[config.mk]
export PLATFORM = sky130hd
export DESIGN_NAME = rs_entry
export DESIGN_NICKNAME = d
export VERILOG_FILES = /design/src/rtl/rs_entry.sv
export SDC_FILE = /design/constraint.sdc
export NUM_CORES = 1
export LEC_CHECK = 0
export CORE_AREA = 5 5 189 191
export CTS_CLUSTER_DIAMETER = 50
export DETAILED_ROUTE_END_ITERATION = 12
export DIE_AREA = 0 0 194 196
export GPL_ROUTABILITY_DRIVEN = 0
export SLEW_MARGIN = 25
export SYNTH_ARGS = -nofsm -noshare
export SYNTH_HDL_FRONTEND = slang
export SYNTH_SLANG_ARGS = --single-unit
[constraint.sdc]
create_clock -name clock -period 2.87 [get_ports clock]
set_clock_uncertainty 0.15 [all_clocks]
set_input_delay 0.574 -clock clock [delete_from_list [all_inputs] [get_ports clock]]
set_output_delay 0.574 -clock clock [all_outputs]
set_load 0.005 [all_outputs]
[src/rtl/rs_entry.sv]
// One reservation-station slot: captures a dispatched instruction and snoops the CDB until its operands resolve.
// Provides a CDB bypass so that a slot can become ready in the same cycle as the broadcast.
package rs_entry_pkg;
    localparam int XLEN  = 32;
    localparam int TAG_W = 5;

    typedef struct packed {
        logic [XLEN-1:0] npc;
        logic [XLEN-1:0] pc;
        logic [31:0]     inst;
        logic [XLEN-1:0] rs1_value;
        logic [XLEN-1:0] rs2_value;
        logic [1:0]      opa_select;
        logic [3:0]      opb_select;
        logic [4:0]      dest_reg_idx;
        logic [4:0]      alu_func;
        logic            rd_mem;
        logic            wr_mem;
        logic            cond_branch;
        logic            halt;
        logic            illegal;
        logic            csr_op;
        logic            valid;
    } id_packet_t;

    typedef struct packed {
        logic [XLEN-1:0]  npc;
        logic [XLEN-1:0]  pc;
        logic [31:0]      inst;
        logic [XLEN-1:0]  rs1_value;
        logic [XLEN-1:0]  rs2_value;
        logic [1:0]       opa_select;
        logic [3:0]       opb_select;
        logic [4:0]       dest_reg_idx;
        logic [4:0]       alu_func;
        logic             rd_mem;
        logic             wr_mem;
        logic             cond_branch;
        logic             halt;
        logic             illegal;
        logic             csr_op;
        logic             valid;
        logic [TAG_W-1:0] rob_tag;
    } is_packet_t;

    typedef struct packed {
        logic [TAG_W-1:0] rs1_tag;
        logic [TAG_W-1:0] rs2_tag;
        logic             rs1_ready;
        logic             rs2_ready;
    } mt2rs_packet_t;

    typedef struct packed {
        logic [TAG_W-1:0] reg_tag;
        logic [XLEN-1:0]  reg_value;
    } cdb_packet_t;

    typedef struct packed {
        logic [TAG_W-1:0] rob_entry;
        logic [XLEN-1:0]  rs1_value;
        logic [XLEN-1:0]  rs2_value;
    } rob2rs_packet_t;

    typedef struct packed {
        logic [TAG_W-1:0] tag;
        logic             rdy;
        logic [XLEN-1:0]  val;
    } operand_t;
endpackage

module rs_entry
    import rs_entry_pkg::*;
(
    input  logic           clock,
    input  logic           reset,
    input  id_packet_t     id_packet_in,
    input  mt2rs_packet_t  mt2rs_packet_in,
    input  cdb_packet_t    cdb_packet_in,
    input  rob2rs_packet_t rob2rs_packet_in,
    input  logic           clear,
    input  logic           wr_en,
    output is_packet_t     entry_packet,
    output logic           busy,
    output logic           ready
);

    id_packet_t       stored_id;
    logic [TAG_W-1:0] rob_tag;
    operand_t         op1;
    operand_t         op2;
    operand_t         new_op1;
    operand_t         new_op2;
    logic             hit1;
    logic             hit2;

    // Resolve an operand at dispatch: regfile, ROB, same-cycle CDB, or left waiting on its tag.
    function automatic operand_t dispatch_operand(
        input logic [TAG_W-1:0] tag,
        input logic             mt_ready,
        input logic [XLEN-1:0]  id_val,
        input logic [XLEN-1:0]  rob_val,
        input cdb_packet_t      cdb
    );
        operand_t op;
        op.tag = tag;
        op.rdy = 1'b1;
        op.val = id_val;
        if (tag == '0) begin
            op.val = id_val;
        end else if (mt_ready) begin
            op.val = rob_val;
        end else if (cdb.reg_tag == tag) begin
            op.val = cdb.reg_value;
        end else begin
            op.rdy = 1'b0;
        end
        return op;
    endfunction

    always_comb begin
        new_op1 = dispatch_operand(mt2rs_packet_in.rs1_tag, mt2rs_packet_in.rs1_ready,
                                   id_packet_in.rs1_value, rob2rs_packet_in.rs1_value, cdb_packet_in);
        new_op2 = dispatch_operand(mt2rs_packet_in.rs2_tag, mt2rs_packet_in.rs2_ready,
                                   id_packet_in.rs2_value, rob2rs_packet_in.rs2_value, cdb_packet_in);
    end

    // Only a waiting operand can hit; tag 0 is never a real broadcast.
    assign hit1 = busy && !op1.rdy && (cdb_packet_in.reg_tag != '0) && (cdb_packet_in.reg_tag == op1.tag);
    assign hit2 = busy && !op2.rdy && (cdb_packet_in.reg_tag != '0) && (cdb_packet_in.reg_tag == op2.tag);

    always_ff @(posedge clock or negedge reset) begin
        if (!reset) begin
            busy      <= 1'b0;
            stored_id <= '0;
            rob_tag   <= '0;
            op1       <= '0;
            op2       <= '0;
        end else if (wr_en) begin
            busy      <= 1'b1;
            stored_id <= id_packet_in;
            rob_tag   <= rob2rs_packet_in.rob_entry;
            op1       <= new_op1;
            op2       <= new_op2;
        end else if (clear) begin
            busy      <= 1'b0;
            stored_id <= '0;
            rob_tag   <= '0;
            op1       <= '0;
            op2       <= '0;
        end else begin
            if (hit1) begin
                op1.val <= cdb_packet_in.reg_value;
                op1.rdy <= 1'b1;
            end
            if (hit2) begin
                op2.val <= cdb_packet_in.reg_value;
                op2.rdy <= 1'b1;
            end
        end
    end

    assign ready = busy && (op1.rdy || hit1) && (op2.rdy || hit2);

    always_comb begin
        entry_packet              = '0;
        entry_packet.npc          = stored_id.npc;
        entry_packet.pc           = stored_id.pc;
        entry_packet.inst         = stored_id.inst;
        entry_packet.rs1_value    = hit1 ? cdb_packet_in.reg_value : op1.val;
        entry_packet.rs2_value    = hit2 ? cdb_packet_in.reg_value : op2.val;
        entry_packet.opa_select   = stored_id.opa_select;
        entry_packet.opb_select   = stored_id.opb_select;
        entry_packet.dest_reg_idx = stored_id.dest_reg_idx;
        entry_packet.alu_func     = stored_id.alu_func;
        entry_packet.rd_mem       = stored_id.rd_mem;
        entry_packet.wr_mem       = stored_id.wr_mem;
        entry_packet.cond_branch  = stored_id.cond_branch;
        entry_packet.halt         = stored_id.halt;
        entry_packet.illegal      = stored_id.illegal;
        entry_packet.csr_op       = stored_id.csr_op;
        entry_packet.valid        = stored_id.valid;
        entry_packet.rob_tag      = rob_tag;
    end

endmodule

==> metrics.cfg <==
[yosys]
synth_cells = 973
synthXorXnorAreaFrac = 0.0169
syn_area_um2 = 10400
synth_simple_gate_area_share = 0.0609
yosys.area_share.adder = 0
synth-seq-cells = 201
ys_dominant_reg_cell = sky130_fd_sc_hd__dfrtp_1
synth_enable_flop_cells = 0
combinational_family_with_the_most_area_after_synthesis = compound AO/OA/AOI/OAI gates
synth.area.mux_share = 0.0954
synthDistinctLibCells = 37
synthesis.yosys.warnings = 0
share_of_synthesized_flip_flops_with_an_asynchronous_set_or_reset = 1.00
syn_avg_cell_area_um2 = 10.7
syn_nets = 1278
synth_compound_area_frac = 0.279
synth.yosys.seq_area_share = 0.484

[min_path]
hold_class = in2reg

[setup_path]
largest_fanout_on_the_critical_path = 8
crit_path_start_kind = register
cp-end-kind = primary output
worstPathCellList = xnor2_1 > nand4_1 > nor4_4 > buf_6 > buf_12 > buf_6 > mux2i_4 > inv_1 > buf_2
required_ps = 2150
timing.critical_path.slowest_cell_delay_ps = 390
cpMaxStageDelayCell = sky130_fd_sc_hd__dfrtp_1
path_common_cell = sky130_fd_sc_hd__buf_6
timing.critical_path.arrival_ps = 2500
setup.reg_to_reg.worst_slack_ps = 250
timing_worst_setup_path_type = reg2out

[clock_network]
cts_made_buffers = 31
worst_skew_pair.late_latency_ps = 560
clock_tree.root_cell = sky130_fd_sc_hd__clkbuf_16
clock_path_buffers = 3
cts_sinks = 201
number_of_h_tree_levels = 1
clock_tree_from_tritoncts = yes
path_clk_slew_ps = 60

[outcome]
violated_checks = negative setup slack
run_status = finished with violations

[sta]
fin_crit_ps = 3220
layout_worst_path_cycle_share = 1.12
grt_setup_unrepaired = yes
slew-limit-headroom = 0.384
timing_max_transition_violations_final = 0
timing.final.setup_violations = 65
finalHoldViolations = 0
clock.fmax_ghz = 0.310
worst-slew-pin-transition_ps = 924
post-route-worst-setup-slack_ps = -351
hold_slack_ps = 173

[global_routing]
initial_antenna_violation_count = 4
largest_net_degree_at_the_start_of_global_routing = 94
grt_usage = 0.238
grt_pass1_wl_mm = 71.5
grt.overflow.total = 0
vias_in_the_first_global_route = 11298

[floorplan]
die_height_um = 196
die_width_um = 194
io_pins = 495
num_rows = 68
floorplan.die_area_um2 = 38000
initial_core_util = 0.306
core-area_um2 = 33900

[cells_and_area]
syn2layout_area_growth_pct = 80.8
final_layout_size_suffix_gt1_frac = 0.275
multi_input_area_um2 = 5240
final_cell_mix = sky130_fd_sc_hd__clkdlybuf4s50_1, sky130_fd_sc_hd__dfrtp_1, sky130_fd_sc_hd__a22o_1
nFillCells = 2916
num-nets-final = 1871
layout.cells.most_common = sky130_fd_sc_hd__clkdlybuf4s50_1
layout.cells.non_filler = 2048
storage_cell_area_um2 = 5030

[power_and_ir_drop]
power.ir.vdd_worst_uv = 433
cellPowerDensity_nw_per_um2 = 497
p_leak_nw = 8.25
p_total_w = 0.00934

[place]
buffer_ports.inserted = 494
dpl.cell_count = 1895
dp.final_hpwl_mm = 32.7

[routing]
wl_per_cell_um = 23.5
viasPerCell = 5.15
route.antenna.remaining_nets = 0
drt_drc_violations_left = 0
wirelength_mm = 48.1
starting_drc_count_in_detailed_routing = 442
routed-via-count = 10556
drt_first_pass_iters = 4

[flow_run]
cap_violations = 0

[report_power, final]
| part | switching [W] | leakage [nW] | internal [W] |
|---|---|---|---|
| combinational | 0.000885 | 5.21 | 0.00132 |
| sequential | 0.000185 | 2.52 | 0.00308 |
| clock | 0.00153 | 0.514 | 0.00234 |
[per-stage QoR]
stage,TNS [ps],setup WS (ps),instance area (um2),util
6_report,-16830,-351,18800,0.553
5_1_grt,-23020,-470,18800,0.553
4_1_cts,-18100,-359,18200,0.536
3_5_place_dp,-64350,-974,16300,0.480
3_3_place_gp,-58880,-942,16300,0.480
2_1_floorplan,0,92.0,10400,-
[layout make-up]
| type | instances | share of cell area |
|---|---|---|
| Timing Repair Buffer | 656 | 0.353 |
| Multi-Input combinational cell | 610 | 0.279 |
| Sequential cell | 201 | 0.268 |
| Clock buffer | 36 | 0.0428 |
| Tap cell | 455 | 0.0303 |
| Clock inverter | 21 | 0.0139 |
| Inverter | 66 | 0.0132 |
| Antenna cell | 3 | 0.000400 |
[cell families (layout without fill, tap and decap cells)]
kind of cell / count (synthesis) / count (layout)
AO/OA/AOI/OAI: 341 / 341
flip-flops: 201 / 201
buffers and inverters: 162 / 779
AND/OR/NAND/NOR: 154 / 154
multiplexers: 95 / 95
XOR/XNOR: 20 / 20
other: 0 / 3
[what timing repair did]
action / 4_1_cts / 5_1_grt
setup endpoints to repair: 65 / 65
hold buffers: 1 / 0
buffers inserted: 59 / 28
gates cloned: 11 / 0
resized for setup: 332 / 107
endpoints found under the hold margin: 66 / 0
pin swaps: 29 / 29
[synthesized netlist by cell type (3+ instances only)]
library cell,n,area (um2)
sky130_fd_sc_hd__nand2_1,132,495
sky130_fd_sc_hd__inv_1,66,248
sky130_fd_sc_hd__nor2_1,8,30.0
sky130_fd_sc_hd__o221ai_1,32,280
sky130_fd_sc_hd__buf_4,4,30.0
sky130_fd_sc_hd__mux2i_1,63,631
sky130_fd_sc_hd__dfrtp_1,201,5030
sky130_fd_sc_hd__a311oi_1,32,280
sky130_fd_sc_hd__mux2_2,32,360
sky130_fd_sc_hd__a2bb2oi_2,30,450
sky130_fd_sc_hd__a21oi_1,3,15.0
sky130_fd_sc_hd__clkbuf_1,78,293
sky130_fd_sc_hd__o21ai_0,66,330
sky130_fd_sc_hd__xor2_1,11,96.3
sky130_fd_sc_hd__a211o_1,33,289
sky130_fd_sc_hd__o21ai_1,3,15.0
sky130_fd_sc_hd__buf_2,8,40.0
sky130_fd_sc_hd__a22o_1,134,1170
sky130_fd_sc_hd__buf_6,4,45.0
sky130_fd_sc_hd__nor3_1,3,15.0
sky130_fd_sc_hd__xnor2_1,9,78.8
[worst max-delay path, delay by kind of cell, from the launching register on]
| family | cells | cell delay (ps) |
|---|---|---|
| AND/OR/NAND/NOR | 2 | 440 |
| flip-flops | 1 | 390 |
| buffers and inverters | 5 | 670 |
| XOR/XNOR | 1 | 170 |
| multiplexers | 1 | 260 |
[path summary, 6_finish.rpt]
check                                  from                to  cells after the start
min in group asynchronous             reset            op2[9]                      2
setup reg to reg                    op2[35]            op2[6]                     13
hold / removal                        wr_en              busy                      2
max in group asynchronous             reset        rob_tag[2]                      3
setup / recovery                    op2[35]  entry_packet[28]                      9
hold reg to reg            entry_packet[25]  entry_packet[25]                      1
[metal layers]
metal | part of all wire | wire length [um] | vias to the layer above | track usage
met3 | 0.089 | 4270 | 94 | 0.0737
met5 | 0.00015 | 7 | - | 0
met2 | 0.51 | 24400 | 445 | 0.429
li1 | - | - | 4799 | -
met4 | 0.033 | 1580 | 2 | 0.0638
met1 | 0.37 | 17900 | 5216 | 0.275
[sequential cells by signal (all words and copies together), names as in the netlist]
name          cells
busy              1
entry_packet    119
op2              38
rob_tag           5
op1              38
Note: power is estimated with default switching activity, not from simulation.
